[config.mk]
export PLATFORM = sky130hd
export DESIGN_NAME = serv_pc_seq
export DESIGN_NICKNAME = d
export VERILOG_FILES = /design/src/rtl/serv_pkg.sv /design/src/rtl/serv_bitcnt.sv /design/src/rtl/serv_pc_seq.sv
export SDC_FILE = /design/constraint.sdc
export NUM_CORES = 1
export LEC_CHECK = 0
export CAP_MARGIN = 20
export CELL_PAD_IN_SITES_DETAIL_PLACEMENT = 0
export CELL_PAD_IN_SITES_GLOBAL_PLACEMENT = 1
export CORE_ASPECT_RATIO = 1.4
export CORE_MARGIN = 2
export CORE_UTILIZATION = 31
export CTS_CLUSTER_DIAMETER = 200
export DETAILED_ROUTE_END_ITERATION = 8
export PLACE_DENSITY = 0.8
export SLEW_MARGIN = 20
export SYNTH_ARGS = -nofsm -noshare
export SYNTH_HDL_FRONTEND = slang
export SYNTH_SLANG_ARGS = --single-unit
[constraint.sdc]
create_clock -name clk -period 1.5 [get_ports clk]
set_input_delay 0.15 -clock clk [delete_from_list [all_inputs] [get_ports clk]]
set_output_delay 0.15 -clock clk [all_outputs]
set_load 0.1 [all_outputs]
[src/rtl/serv_pkg.sv]
// Shared types and constants for the bit-serial core.
// State encoding used by the PC sequencer and its helpers.
package serv_pkg;

  localparam int XLEN  = 32;
  localparam int CNT_W = 5;

  typedef enum logic [2:0] {
    IDLE,
    FETCH,
    DECODE,
    RUN,
    TRAP
  } state_t;

endpackage

[src/rtl/serv_bitcnt.sv]
// Serial bit counter with strobe decode.
// Wraps after 32 enabled cycles so each pass ends back at zero.
module serv_bitcnt
  import serv_pkg::*;
(
  input  logic             clk,
  input  logic             i_rst_n,
  input  logic             i_en,
  output logic [CNT_W-1:0] o_cnt,
  output logic             o_cnt0,
  output logic             o_cnt1,
  output logic             o_cnt2,
  output logic             o_cnt12to31,
  output logic             o_last
);

  logic [CNT_W-1:0] cnt;

  always_ff @(posedge clk or negedge i_rst_n) begin
    if (!i_rst_n) begin
      cnt <= '0;
    end else if (i_en) begin
      cnt <= cnt + CNT_W'(1);
    end
  end

  assign o_cnt       = cnt;
  assign o_cnt0      = (cnt == CNT_W'(0));
  assign o_cnt1      = (cnt == CNT_W'(1));
  assign o_cnt2      = (cnt == CNT_W'(2));
  assign o_cnt12to31 = (cnt >= CNT_W'(12));
  assign o_last      = &cnt;

endmodule

[src/rtl/serv_pc_seq.sv]
// Fetch/execute sequencer for the serial PC datapath.
// Runs 32-cycle RUN and TRAP passes and raises the fetch handshake.
module serv_pc_seq
  import serv_pkg::*;
#(
  parameter bit COMPRESSED    = 1'b0,
  parameter int FETCH_TIMEOUT = 0
) (
  input  logic             clk,
  input  logic             i_rst_n,
  input  logic             i_ibus_ack,
  input  logic             i_jump,
  input  logic             i_trap_req,
  input  logic             i_bad_pc,
  output logic             o_ibus_cyc,
  output logic             o_pc_en,
  output logic [CNT_W-1:0] o_cnt,
  output logic             o_cnt0,
  output logic             o_cnt1,
  output logic             o_cnt2,
  output logic             o_cnt12to31,
  output logic             o_jump,
  output logic             o_trap,
  output logic             o_misalign,
  output logic             o_fetch_err
);

  localparam logic [15:0] TMO_LAST =
    16'((FETCH_TIMEOUT > 0) ? FETCH_TIMEOUT - 1 : 0);

  state_t state, state_nx;

  logic             jump_r;
  logic             trap_r;
  logic             mis_r;
  logic             err_r;
  logic [15:0]      tmo;
  logic             active;
  logic             mis_hit;
  logic             tmo_hit;
  logic [CNT_W-1:0] cnt;
  logic             c0, c1, c2, c12, last;

  assign active = (state == RUN) || (state == TRAP);

  serv_bitcnt u_bitcnt (
    .clk         (clk),
    .i_rst_n     (i_rst_n),
    .i_en        (active),
    .o_cnt       (cnt),
    .o_cnt0      (c0),
    .o_cnt1      (c1),
    .o_cnt2      (c2),
    .o_cnt12to31 (c12),
    .o_last      (last)
  );

  // With C enabled, 2-byte aligned targets are legal.
  assign mis_hit = (state == RUN) && c1 && !COMPRESSED
                && jump_r && i_bad_pc;

  // tmo counts completed FETCH cycles, so TMO_LAST marks the Nth one.
  assign tmo_hit = (FETCH_TIMEOUT > 0) && (state == FETCH)
                && (tmo == TMO_LAST);

  always_comb begin
    state_nx = state;
    case (state)
      IDLE:    state_nx = FETCH;
      FETCH:   if (i_ibus_ack) state_nx = DECODE;
      DECODE:  state_nx = i_trap_req ? TRAP : RUN;
      RUN:     if (last) state_nx = mis_r ? TRAP : FETCH;
      TRAP:    if (last) state_nx = FETCH;
      default: state_nx = IDLE;
    endcase
  end

  always_ff @(posedge clk or negedge i_rst_n) begin
    if (!i_rst_n) begin
      state  <= IDLE;
      jump_r <= 1'b0;
      trap_r <= 1'b0;
      mis_r  <= 1'b0;
      err_r  <= 1'b0;
      tmo    <= '0;
    end else begin
      state <= state_nx;
      if (state == DECODE) begin
        jump_r <= i_jump;
        trap_r <= i_trap_req;
      end
      if (mis_hit) mis_r <= 1'b1;
      if ((state == TRAP) && last) begin
        mis_r  <= 1'b0;
        trap_r <= 1'b0;
      end
      if (tmo_hit) err_r <= 1'b1;
      if (state != FETCH || i_ibus_ack) begin
        tmo <= '0;
      end else if (tmo != 16'hFFFF) begin
        tmo <= tmo + 16'd1;
      end
    end
  end

  assign o_ibus_cyc  = (state == FETCH);
  assign o_pc_en     = active;
  assign o_cnt       = active ? cnt : '0;
  assign o_cnt0      = active && c0;
  assign o_cnt1      = active && c1;
  assign o_cnt2      = active && c2;
  assign o_cnt12to31 = active && c12;
  assign o_jump      = (state == RUN) && jump_r;
  assign o_trap      = (state == TRAP) && (trap_r || mis_r);
  assign o_misalign  = mis_hit;
  assign o_fetch_err = err_r || tmo_hit;

endmodule

== Yosys cells after proc, flatten, opt, wreduce, memory -nomap -nowiden ==
Cells that the tools add are included.

* Register bits: 11
* Bits of input ports: 6
* Logic and storage cells: 45

* $add $sub $neg: 1
* $lt $le $gt $ge: 1
* Eq/ne operators: 9
* Mux-type cells: 11
* Reduce and logical (&&, ||, !) cells: 18

{| class="wikitable"
|+ Operators with widths
! operator !! count
|-
| two-way mux 3 bit || 5
|-
| one-hot mux 3 bit (5 select lines) || 1
|-
| logical AND 1 bit || 10
|-
| equality test 3 x 2 -> 1 bit, second input constant || 2
|-
| inequality test 2 bit, second input constant || 3
|-
| adder 5 x 1 -> 5 bit, second input constant || 1
|-
| equality test 5 x 1 -> 1 bit, second input constant || 1
|-
| equality test 5 x 2 -> 1 bit, second input constant || 1
|-
| >= comparator 5 x 4 -> 1 bit, second input constant || 1
|-
| logical NOT 5 bit || 1
|-
| two-way mux 5 bit || 1
|-
| AND reduction 5 bit || 1
|-
| two-way mux 1 bit || 4
|-
| nonzero test 2 bit || 2
|-
| equality test 3 x 1 -> 1 bit, second input constant || 1
|-
| equality test 3 bit, second input constant || 1
|-
| logical NOT 3 bit || 1
|-
| AND reduction 3 bit || 1
|-
| logical OR 1 bit || 2
|}

== Longest topological paths before layout ==
* Word-level depth: 6
* Depth in mapped cells: 6

== By module ==
A second synthesis with hierarchy kept.

* Cell total of the unflattened synthesis: 76
* Area, all modules: 706.9 um^2

{| class="wikitable"
|+ Modules (own cells, without submodules)
! module !! instances !! cells each !! area an instance (um^2) !! seq. area each (um^2)
|-
| serv_pc_seq || 1 || 50 || 417.9 || 150.1
|-
| serv_bitcnt || 1 || 26 || 289.0 || 125.1
|}

== Least setup slack after synthesis ==
Ideal clock, no wire load.

* Path kind: register -> output
* Start: register state[0]
* End: output port o_ibus_cyc
* Arrival time: 2.724 ns
* Required time: 1.350 ns
* Setup slack: -1.374 ns
* Cell stages (with the launch flop): 4
* Cells stage by stage: dfrtp_1 buf_2 inv_1 nor3_1

* Word-level cells in the longest chain between the ends: 1

{| class="wikitable"
|+ RTL lines
! what !! line !! source
|-
| from (decl) || serv_pc_seq.sv:31 || <nowiki>state_t state, state_nx;</nowiki>
|-
| from (signal assigned) || serv_pc_seq.sv:87 || <nowiki>state <= state_nx;</nowiki>
|-
| equality test 3 x 1 -> 1 bit || serv_pc_seq.sv:106 || <nowiki>assign o_ibus_cyc = (state == FETCH);</nowiki>
|-
| to (decl) || serv_pc_seq.sv:15 || <nowiki>output logic o_ibus_cyc,</nowiki>
|}

Every way passes these cells.

== Worst setup path in the final report ==
* Start: register state[2]
* End: output port o_cnt0

* Word-level cells in the longest chain between the ends: 3

{| class="wikitable"
|+ RTL lines
! what !! line !! source
|-
| equality test 3 x 2 -> 1 bit / equality test 3 bit (equally long branches) || serv_pc_seq.sv:44 || <nowiki>assign active = (state == RUN) || (state == TRAP);</nowiki>
|-
| logical OR 1 bit * || serv_pc_seq.sv:44 ||
|-
| logical AND 1 bit * || serv_pc_seq.sv:109 || <nowiki>assign o_cnt0 = active && c0;</nowiki>
|-
| to (decl) || serv_pc_seq.sv:18 || <nowiki>output logic o_cnt0,</nowiki>
|}

Mark *: on every way between the ends. The rest lies on a longest branch, timed or not.

==> summary.md <==
| Metric | Value |
|---|---|
| Critical Path RT | `1.35 ns` |
| Chip Height | `61.9 um` |
| First-pass GRT wire length | `3480 um` |
| Share of cells above drive strength 1 | `63.9%` |
| Fmax | `585 MHz` |
| Ports | `21` |
| Critical Path AT | `1.56 ns` |
| RSZ-0062 raised after global routing | `yes` |
| ANT cells | `0` |
| Width of the die | `45.4 um` |
| Via count | `734` |
| # hold bufs at CTS | `0` |
| CTS tree | `built` |
| Row cnt | `21` |
| Worst skew pair latency | `0.27 ns` |
| Max-slew violations | `0` |
| Maximum buffer depth of the clock tree | `2` |
| Worst-Margin Slew | `0.520 ns` |
| Final Setup Violations | `13` |
| Clock root cell | `clkbuf_4` |
| Starting density of the core | `31.8%` |
| Sequential element share of the synthesized area | `37.0%` |
| Main synth FF type | `dfrtp_1` |
| Routed wire length | `2030 um` |
| Worst rel slew slack | `65.2%` |
| Number of port buffers | `19` |
| Placer Congestion | `0.844` |
| CP startpoint kind | `register` |
| Synthesized Nets | `87` |
| EDFF count, synth | `0` |
| Remaining antenna violation count | `0` |
| Synth cell types | `31` |
| Area grow syn2layout | `96.6%` |
| Reg-to-reg startpoint | `u_bitcnt.o_cnt[1]$_DFFE_PN0N_` |
| Syn_area_per_cell | `9.78 um^2` |
| Status | `complete, but fails checks` |
| CP startpoint | `state[2]$_DFFE_PN0P_` |
| Crit Path Max Fanout | `9` |
| Final period demand of the worst path | `1.71 ns` |
| Worst Clk Skew | `0.00579 ns` |
| Core ar. | `2340 um^2` |
| Initial antenna violation count | `0` |
| Vias in the first global route | `801` |
| Worst-path clk slew | `0.07 ns` |
| Critical path's slowest cell | `dfrtp_1` |
| Worst Slack Setup Final | `-0.210 ns` |
| Fraction of registers with async set/reset | `100%` |
| Failing checks | `setup timing` |
| Crit path capture type | `output pin` |
| Hold Vio Cnt, Final | `0` |
| Grt total ovfl | `0` |
| Pin count of the biggest net entering global routing | `12` |
| DP HPWL | `1440 um` |
| Die ar. | `2810 um^2` |
| Post-layout net count | `131` |
| Period utilisation layout | `114%` |
| Mean routed wirelength per cell | `14.3 um` |
| CTS Buf Count | `3` |
| Yosys warning total | `0` |
| First-pass DRT Iterations | `4` |
| Gate Count Post-Synth | `76` |
| Max-cap viol count | `0` |
| Final core utilization | `62.5%` |
| Fillers | `189` |
| Hold Path Class | `in -> async` |
| Drt initial violations | `5` |
| Vias per cell | `5.17` |
| GRT Util Overall | `17.4%` |
| Post-synthesis register bit count | `11` |
| Crit path cell chain | `and3b_4 > nor2_4 > inv_8 > and3_4 > buf_12` |
| H-tree depth | `1` |
| WS Path Type | `reg -> out` |
| Clock sink count | `11` |
| Cell Area, Synth | `743 um^2` |
| Crit-path max cell delay | `0.43 ns` |
| Drt drc | `0` |
## logic make-up after synthesis
kind of cell / count (synthesis) / share of synthesized area, %
fa+ha+maj: 5 / 8.42
flops: 11 / 37.0
simple gates: 30 / 25.6
other cells: 1 / 0.505
xor+xnor: 3 / 3.54
compound gates: 15 / 12.8
mux: 3 / 5.56
buf+inv: 8 / 6.56
## synth_stat cells (all sizes together) (3+ instances only)
| cell type | n | area share (%) |
|---|---|---|
| inv | 4 | 2.4 |
| and2 | 3 | 2.5 |
| mux2 | 3 | 5.6 |
| ha | 5 | 8.4 |
| nor2b | 3 | 2.5 |
| dfrtp | 11 | 37 |
| xnor2 | 3 | 3.5 |
| and3 | 5 | 4.2 |
| a21oi | 6 | 4.0 |
| buf | 4 | 4.2 |
| nor2 | 9 | 5.6 |
## cell usage in the layout (no fill, tap or decap), types with 2 or more instances in the layout
cell type / synthesis / layout
dfrtp_1: 11 / 8
a21oi_1: 6 / 5
nor2_1: 8 / 3
ha_4: 0 / 3
buf_12: 0 / 15
buf_4: 2 / 16
clkdlybuf4s50_1: 0 / 5
and3_4: 0 / 5
ha_1: 5 / 2
nand2b_1: 2 / 2
mux2_4: 2 / 2
nor2_4: 1 / 6
and2_4: 0 / 3
dfrtp_2: 0 / 3
o22ai_1: 2 / 2
xnor2_1: 3 / 3
inv_2: 0 / 2
clkbuf_4: 0 / 3
nor2b_1: 3 / 3
buf_6: 1 / 7
## area by class of cell
class / count / area, um^2 / area share [%]
Multi-Input combinational cell: 57 / 556 / 38.0
Timing Repair Buffer: 43 / 549 / 37.6
Sequential cell: 11 / 279 / 19.1
Tap cell: 23 / 28.8 / 1.97
Clock buffer: 4 / 26.3 / 1.80
Inverter: 4 / 22.5 / 1.54
## state kept, by name, indices dropped and copies added, names as in the netlist
register,flops
state,3
trap_r,1
jump_r,1
mis_r,1
u_bitcnt.o_cnt,5
## per-layer routing
metal / up-vias / routed length [um] / global-route usage (%)
met2: 23 / 1100 / 30.0
met1: 354 / 776 / 18.6
met5: - / 0 / 0
li1: 352 / - / -
met3: 5 / 112 / 4.91
met4: 0 / 41 / 10.1
## per-stage QoR
stage	std cells	area (um^2)	hold slack, ns	setup WS (ns)	setup TNS [ns]
after floorplan	76	822	-0.146	-0.275	-1.39
after global placement	124	1220	0.493	0.0291	0
after detailed placement	124	1220	0.516	-0.0221	-0.0221
after CTS	139	1370	0.239	-0.214	-2.10
after global routing	142	1460	0.233	-0.266	-2.92
final	142	1460	0.216	-0.210	-1.99
## worst max-delay path, delay by kind of cell (launching register included)
kind                   cells  cell delay [ns]
buffers and inverters      2             0.26
AND/OR/NAND/NOR            3             0.59
flip-flops                 1             0.43
## final timing paths
path | slack (ns) | cells after the start | end
min in group clk | 0.49 | 2 | jump_r$_DFFE_PN0N_
max in group asynchronous | 0.90 | 1 | u_bitcnt.o_cnt[2]$_DFFE_PN0N_
worst min-delay path | 0.22 | 1 | u_bitcnt.o_cnt[1]$_DFFE_PN0N_
worst max register to register | 0.02 | 7 | state[2]$_DFFE_PN0P_
worst min register to register | 0.52 | 1 | jump_r$_DFFE_PN0N_
worst max-delay path | -0.21 | 5 | o_cnt0
## repair_timing
| item | 4_1_cts | 5_1_grt |
|---|---|---|
| endpoints found under the setup margin | 15 | 19 |
| setup buffers | 11 | 3 |
| hold endpoints to repair | 0 | 0 |
| pin swaps | 2 | 7 |
| gates resized for setup | 11 | 15 |
| cloned | 0 | 0 |
Power is left out: the tool's default activity adds up to more than one toggle a clock period on the data nets, which glitch-free logic cannot reach.
